$ cat config.mk
export PLATFORM = sky130hd
export DESIGN_NAME = mem_access_stage
export DESIGN_NICKNAME = d
export VERILOG_FILES = /design/src/rtl/mem_access_stage.sv
export SDC_FILE = /design/constraint.sdc
export NUM_CORES = 1
export LEC_CHECK = 0
export ABC_AREA = 1
export BUFFER_PORTS_ARGS = -buffer_cell sky130_fd_sc_hd__buf_2
export CAP_MARGIN = 20
export CORE_UTILIZATION = 53
export CTS_CLUSTER_SIZE = 40
export DETAILED_ROUTE_END_ITERATION = 6
export GPL_TIMING_DRIVEN = 0
export PLACE_DENSITY = 0.86
export SETUP_SLACK_MARGIN = 0.05
export SYNTH_ARGS = -nofsm -noshare
export SYNTH_HDL_FRONTEND = slang
export SYNTH_SLANG_ARGS = --single-unit
$ cat constraint.sdc
create_clock -name clk -period 1.8 [get_ports clk]
set_input_delay 0.09 -clock clk [delete_from_list [all_inputs] [get_ports clk]]
set_output_delay 0.09 -clock clk [all_outputs]
set_load 0.01 [all_outputs]
$ cat src/rtl/mem_access_stage.sv
// ---------------------------------------------------------------------------
// mem_access_stage
//
// Memory stage sitting between the EX/MEM and MEM/WB pipeline registers.
// Executes data-memory loads and stores plus the stack operations PUSH, POP
// and RET, and owns the stack pointer. Memory accesses use a req/ack
// handshake. Upstream is frozen while an access is outstanding, and an access
// that never gets acknowledged is aborted after TIMEOUT busy cycles.
//
// Ports
//   clk, rst            clock (rising edge), synchronous active-high reset
//   in_valid            EX/MEM holds a valid instruction
//   mem_read_in         load from alu_result_in
//   mem_write_in        store store_data_in to alu_result_in
//   push_in             write store_data_in at SP, then SP-1
//   pop_in, is_ret_in   SP+1, then read from the new SP (RET also flagged)
//   alu_result_in       ALU result / effective address
//   store_data_in       store / push data
//   stall_o             freeze upstream and hold EX/MEM
//   dmem_*              data-memory request channel (req, we, addr, wdata,
//                       ack, rdata)
//   out_valid           one-cycle completion pulse towards MEM/WB
//   alu_result_out      registered ALU result of the completed instruction
//   mem_data_out        loaded/popped data, 0 for non-load operations
//   sp_out              current stack pointer
//   sp_update_out       completed instruction changed SP
//   is_ret_out          completed instruction was a RET
//   mem_err             sticky flag, a request timed out (cleared by rst)
// ---------------------------------------------------------------------------
module mem_access_stage #(
    parameter int            DW       = 8,
    parameter logic [DW-1:0] SP_RESET = 8'hFF,
    parameter logic [3:0]    TIMEOUT  = 4'd15
) (
    input  logic          clk,
    input  logic          rst,
    input  logic          in_valid,
    input  logic          mem_read_in,
    input  logic          mem_write_in,
    input  logic          push_in,
    input  logic          pop_in,
    input  logic          is_ret_in,
    input  logic [DW-1:0] alu_result_in,
    input  logic [DW-1:0] store_data_in,
    output logic          stall_o,
    output logic          dmem_req,
    output logic          dmem_we,
    output logic [DW-1:0] dmem_addr,
    output logic [DW-1:0] dmem_wdata,
    input  logic          dmem_ack,
    input  logic [DW-1:0] dmem_rdata,
    output logic          out_valid,
    output logic [DW-1:0] alu_result_out,
    output logic [DW-1:0] mem_data_out,
    output logic [DW-1:0] sp_out,
    output logic          sp_update_out,
    output logic          is_ret_out,
    output logic          mem_err
);

    typedef enum logic {IDLE, BUSY} state_t;

    state_t        state, next_state;
    logic [3:0]    cnt;
    logic [DW-1:0] sp;

    // Operation latched when the request is launched, used at completion.
    logic          op_push, op_pop, op_read, op_ret;
    logic [DW-1:0] op_alu;

    // Decoded view of the incoming instruction, resolved by priority
    // push > pop/ret > write > read.
    logic          mem_op, dec_push, dec_pop, dec_write, dec_read;
    logic [DW-1:0] req_addr, req_wdata;
    logic          done, timed_out;

    assign sp_out = sp;

    // Operation decode and request address/data selection.
    always_comb begin
        mem_op    = push_in | pop_in | is_ret_in | mem_write_in | mem_read_in;
        dec_push  = push_in;
        dec_pop   = !push_in && (pop_in || is_ret_in);
        dec_write = !push_in && !pop_in && !is_ret_in && mem_write_in;
        dec_read  = !push_in && !pop_in && !is_ret_in && !mem_write_in && mem_read_in;
        req_addr  = alu_result_in;
        req_wdata = '0;
        if (dec_push) begin
            req_addr  = sp;
            req_wdata = store_data_in;
        end else if (dec_pop) begin
            req_addr  = sp + 1'b1;
        end else if (dec_write) begin
            req_wdata = store_data_in;
        end
    end

    // A busy access finishes on ack, or is forced to finish once the wait
    // counter reaches TIMEOUT; an ack in that last cycle still counts.
    always_comb begin
        done      = (state == BUSY) && (dmem_ack || cnt == TIMEOUT);
        timed_out = (state == BUSY) && !dmem_ack && cnt == TIMEOUT;
    end

    // State register.
    always_ff @(posedge clk) begin
        if (rst) state <= IDLE;
        else     state <= next_state;
    end

    // Next-state logic.
    always_comb begin
        next_state = state;
        case (state)
            IDLE: if (in_valid && mem_op) next_state = BUSY;
            BUSY: if (done)               next_state = IDLE;
            default:                      next_state = IDLE;
        endcase
    end

    // Stall is combinational so upstream freezes in the same cycle a memory
    // operation is seen, and stays up through the completing busy cycle.
    always_comb begin
        stall_o = 1'b0;
        case (state)
            IDLE:    stall_o = in_valid && mem_op;
            BUSY:    stall_o = 1'b1;
            default: stall_o = 1'b0;
        endcase
    end

    // Datapath: request launch, wait counting, completion and SP update.
    // Result outputs hold their values between completions.
    always_ff @(posedge clk) begin
        if (rst) begin
            cnt            <= '0;
            sp             <= SP_RESET;
            dmem_req       <= 1'b0;
            dmem_we        <= 1'b0;
            dmem_addr      <= '0;
            dmem_wdata     <= '0;
            out_valid      <= 1'b0;
            alu_result_out <= '0;
            mem_data_out   <= '0;
            sp_update_out  <= 1'b0;
            is_ret_out     <= 1'b0;
            mem_err        <= 1'b0;
            op_push        <= 1'b0;
            op_pop         <= 1'b0;
            op_read        <= 1'b0;
            op_ret         <= 1'b0;
            op_alu         <= '0;
        end else begin
            out_valid <= 1'b0;
            if (state == IDLE) begin
                if (in_valid && !mem_op) begin
                    out_valid      <= 1'b1;
                    alu_result_out <= alu_result_in;
                    is_ret_out     <= is_ret_in;
                    mem_data_out   <= '0;
                    sp_update_out  <= 1'b0;
                end else if (in_valid) begin
                    dmem_req   <= 1'b1;
                    dmem_we    <= dec_push | dec_write;
                    dmem_addr  <= req_addr;
                    dmem_wdata <= req_wdata;
                    cnt        <= '0;
                    op_push    <= dec_push;
                    op_pop     <= dec_pop;
                    op_read    <= dec_pop | dec_read;
                    op_ret     <= is_ret_in;
                    op_alu     <= alu_result_in;
                end
            end else if (done) begin
                dmem_req       <= 1'b0;
                out_valid      <= 1'b1;
                alu_result_out <= op_alu;
                is_ret_out     <= op_ret;
                mem_data_out   <= (op_read && !timed_out) ? dmem_rdata : '0;
                sp_update_out  <= op_push | op_pop;
                if (op_push)   sp <= sp - 1'b1;
                else if (op_pop) sp <= sp + 1'b1;
                if (timed_out) mem_err <= 1'b1;
            end else begin
                cnt <= cnt + 1'b1;
            end
        end
    end

endmodule

==> results.txt <==
The net switching share of the total power is 29.6%. The count of synthesis-stage warnings from yosys is 0. The register area share after synthesis came out at 40.8%. In this run the worst hold path is classified as in2reg. Clock tree synthesis selected as its root buffer the cell sky130_fd_sc_hd__clkbuf_8. The layout-stage area growth over the synthesis result came out at 24.2%. Of the total synthesized cell area, the portion taken by XOR and XNOR cells is 0.283%. Per report_power, the sequential group accounts for 47.8% of the total.

After synthesis, the share of cell area in mux cells is 0%. The DRC violation total after the first TritonRoute iteration is 386. The number of violations of the max-capacitance limit came out at 0. The H-tree depth came out at 3. The source-to-sink clock delay at the later pin of the worst-skew pair is 0.34 ns. The type of element launching the critical path is a flip-flop.

After synthesis, the netlist uses 28 different library cells. The cell that appears most often on the critical path is sky130_fd_sc_hd__nand2_1. The share of post-route cells with drive strength above 1 is 22.1%.

The number of DRC violations after detailed routing is 0. The number of buffer and inverter stages on the critical path came out at 1. The total inserted antenna cells came out at 0. The number of instances in the synthesized netlist is 459. The netlist area before placement came out at 3090 sq um. The worst setup path is of the reg2reg kind.

In the layout the commonest cells are sky130_fd_sc_hd__nand2_1, sky130_fd_sc_hd__buf_2, sky130_fd_sc_hd__dfxtp_1. The total I/O pin count is 80. The highest ir drop seen on vdd came out at 0.670 mV. The routed layout has 3418 vias.

The compound-gate portion of the synthesized area is 11.9%. By area, the combinational part of the netlist is dominated by simple AND/OR/NAND/NOR gates. Excluding fillers, the count of instances in the completed layout stands at 632. Once placement finished, the instance area stood at 3580 sq um. Buffers inserted during clock tree synthesis total 9. The net count of the finished layout came out at 593. Once detail routing completed, the nets flagged for antenna violations numbered 0.

The area enclosed by the die boundary came out at 6140 sq um. The fraction of the cycle the final worst path needs is 90.2%. The initial core utilization is 55.5%. Timing analysis after detailed placement gives a worst setup slack of 0.0313 ns. The transition time at the pin with the least slew margin came out at 0.538 ns. For this block, the routed nets add up to 8790 microns of wire. The clock-pin transition on the worst setup and hold timing paths is 0.06 ns. Entering global routing, the biggest net connects 11 pins. The minimum period implied by the final worst setup slack came out at 1.62 ns. The total leakage power came out at 1.91 nW. Setup repair after global routing left no endpoint under its margin.

The required arrival time at the worst endpoint came out at 2.00 ns. The total half-perimeter wirelength after legalization and detailed placement came out at 6090 microns. The die is 78.4 microns tall. The number of cells after detailed placement is 610. The number of cells on the critical path is 9. Of the total power, combinational logic draws 17.5%. The CTS tree is done. The top achievable clock speed came out at 616 MHz. The worst-case clock skew came out at 0.00957 ns. In this run the critical register-to-register path is captured at sp_out[5]. STA classifies the critical path endpoint as a flip-flop.

The initial antenna violation count came out at 0. The number of synthesized register bits is 63. The core region area is 5570 sq um. The count of buffers from port buffering is 79.

After detailed routing, the number of vias per cell comes to 5.41. In this run the post-CTS setup repair buffer count came out at 0. The number of setup violations in the final report is 0. The floorplan row count came out at 27. The critical path launch point is cnt[1]. The sum of negative setup slack is 0 ns. Before antenna repair, the detailed router went through 5 iterations.

The critical path goes through ha_1 -> nand3_1 -> nand2_1 -> nand2_2 -> nor2_4 -> clkbuf_4 -> nand2_1 -> nand2_1 -> nand3_1. Leaving out fill and tap cells, the most frequent cell in the layout is sky130_fd_sc_hd__nand2_1. The worst hold slack across all endpoints came out at 0.0204 ns. The slowest stage of the critical path is the sky130_fd_sc_hd__dfxtp_1 cell.

The headroom to the max-slew limit came out at 64.2%. The routability congestion estimate is 0.900. The width of the die came out at 78.4 microns. The residual overflow from global routing is 0. The arrival time of data at the critical path endpoint came out at 1.83 ns.

The most critical setup path has its endpoint at sp_out[5]. The internal portion of the total power is 2.23 mW. The setup slack of the critical path after layout came out at 0.176 ns. Summed over all nets, the switching power comes to 0.937 mW. The global-route wire length before repair is 14300 microns.

The via count of the first global-routing pass came out at 3119. Grouping stages by cell kind, the critical path spends the most delay in simple AND/OR/NAND/NOR gates. The relative contribution of the clock network to total power came out at 34.7%.

The startpoint identified for the worst register-to-register timing path is cnt[1]. The synthesized net count is 495. The number of hold-slack violations in the final timing report was 0.

After detailed routing, the average wire length per cell comes to 13.9 microns. The largest buffer count on any clock path is 2. Fill cells in the final layout number 482. Overall power consumption after layout is estimated at 3.17 mW. The final instance area came out at 3840 sq um.

Counting every sink on the clock net gives 63. The slack of the worst reg-to-reg path came out at 0.18 ns. The power density relative to cell area came out at 825 nW/um^2. The delay of the slowest cell on the worst path is 0.36 ns. The run finished with clean final reports. Global routing used 29.9% of the available tracks. Averaged over all synthesized cells, the footprint is 6.74 sq um. For this run, the share of the core covered by cells in the final layout is 68.9%. The number of cells on the worst reg-to-reg path is 9. The final max-slew violation count is 0. The peak fanout along the critical path came out at 10. The simple-gate portion of the synthesized area came out at 36.9%. Summing the areas of all fa, ha and maj instances in the mapped netlist gives 1.21% of the synthesized area.
-- tightest hold or removal path: stages --
cell                      delay [ns]
sky130_fd_sc_hd__buf_2          0.10
sky130_fd_sc_hd__nand3_1        0.09
sky130_fd_sc_hd__o21ai_2        0.06
-- worst min-delay path by stage --
stage	from	endpoint	slack (ns)	cells after the start
6_report	alu_result_in[2]	op_alu[2]	0.02	3
5_1_grt	alu_result_in[1]	op_alu[1]	0.04	3
4_1_cts	alu_result_in[2]	op_alu[2]	0.01	3
3_5_place_dp	store_data_in[5]	dmem_wdata[5]	0.31	3
3_3_place_gp	store_data_in[6]	dmem_wdata[6]	0.31	3
2_1_floorplan	store_data_in[0]	dmem_wdata[0]	0.22	2
-- cell usage after synthesis, drive strengths merged --
master / n / area share [%]
a21oi: 27 / 4.4
buf: 14 / 3.0
clkbuf: 9 / 1.1
clkinv: 1 / 0.12
dfxtp: 63 / 41
ha: 3 / 1.2
inv: 38 / 4.6
nand2: 145 / 18
nand3: 57 / 9.6
nand3b: 8 / 1.9
nand4: 2 / 0.40
nor2: 47 / 6.1
nor3: 4 / 1.0
o21ai: 29 / 5.1
o22ai: 5 / 1.0
o31ai: 6 / 1.5
xor2: 1 / 0.28
-- metal layers --
| metal | track usage, % | wire length (microns) |
|---|---|---|
| met3 | 7.33 | 704 |
| met5 | 0 | 0 |
| met1 | 38.9 | 3720 |
| met2 | 49.9 | 4270 |
| met4 | 7.22 | 99 |
-- flip-flops by register name, summed over array words and instances, names as in the netlist, 4 cells and up --
name	count
sp_out	8
dmem_wdata	8
mem_data_out	8
dmem_addr	8
op_alu	8
alu_result_out	8
cnt	4
-- power by group through the flow --
stage          clock network, mW  logic [mW]  registers, mW
5_1_grt                     1.16       0.611           1.52
6_report                    1.10       0.555           1.51
2_1_floorplan                  0       0.316           1.56
4_1_cts                     1.10       0.542           1.51
3_5_place_dp                   0       0.523           1.54
3_3_place_gp                   0       0.511           1.54
-- cell type report --
class | count | area, sq um | share of cell area [%]
Inverter | 39 | 146 | 3.81
Clock buffer | 11 | 151 | 3.94
Timing Repair Buffer | 87 | 475 | 12.4
Multi-Input combinational cell | 334 | 1560 | 40.7
Tap cell | 72 | 90.1 | 2.35
Sequential cell | 63 | 1260 | 32.8
Clock inverter | 3 | 20.0 | 0.521
Buffer | 23 | 131 | 3.42
-- timing repair --
| action | in CTS | in global routing |
|---|---|---|
| gates resized for setup | 1 | 4 |
| hold buffers | 8 | 0 |
| hold endpoints to repair | 8 | 0 |
| setup endpoints to repair | 1 | 10 |
-- cells by family (layout without fill, tap and decap cells) --
logic type	after synthesis	after routing
AOI/OAI and AO/OA	67	67
xor gates and xnor gates	1	1
adders and majority gates	3	3
buffers and inverters	62	163
DFF	63	63
and+or+nand+nor	263	263
Note: power is estimated with default switching activity, not from simulation.
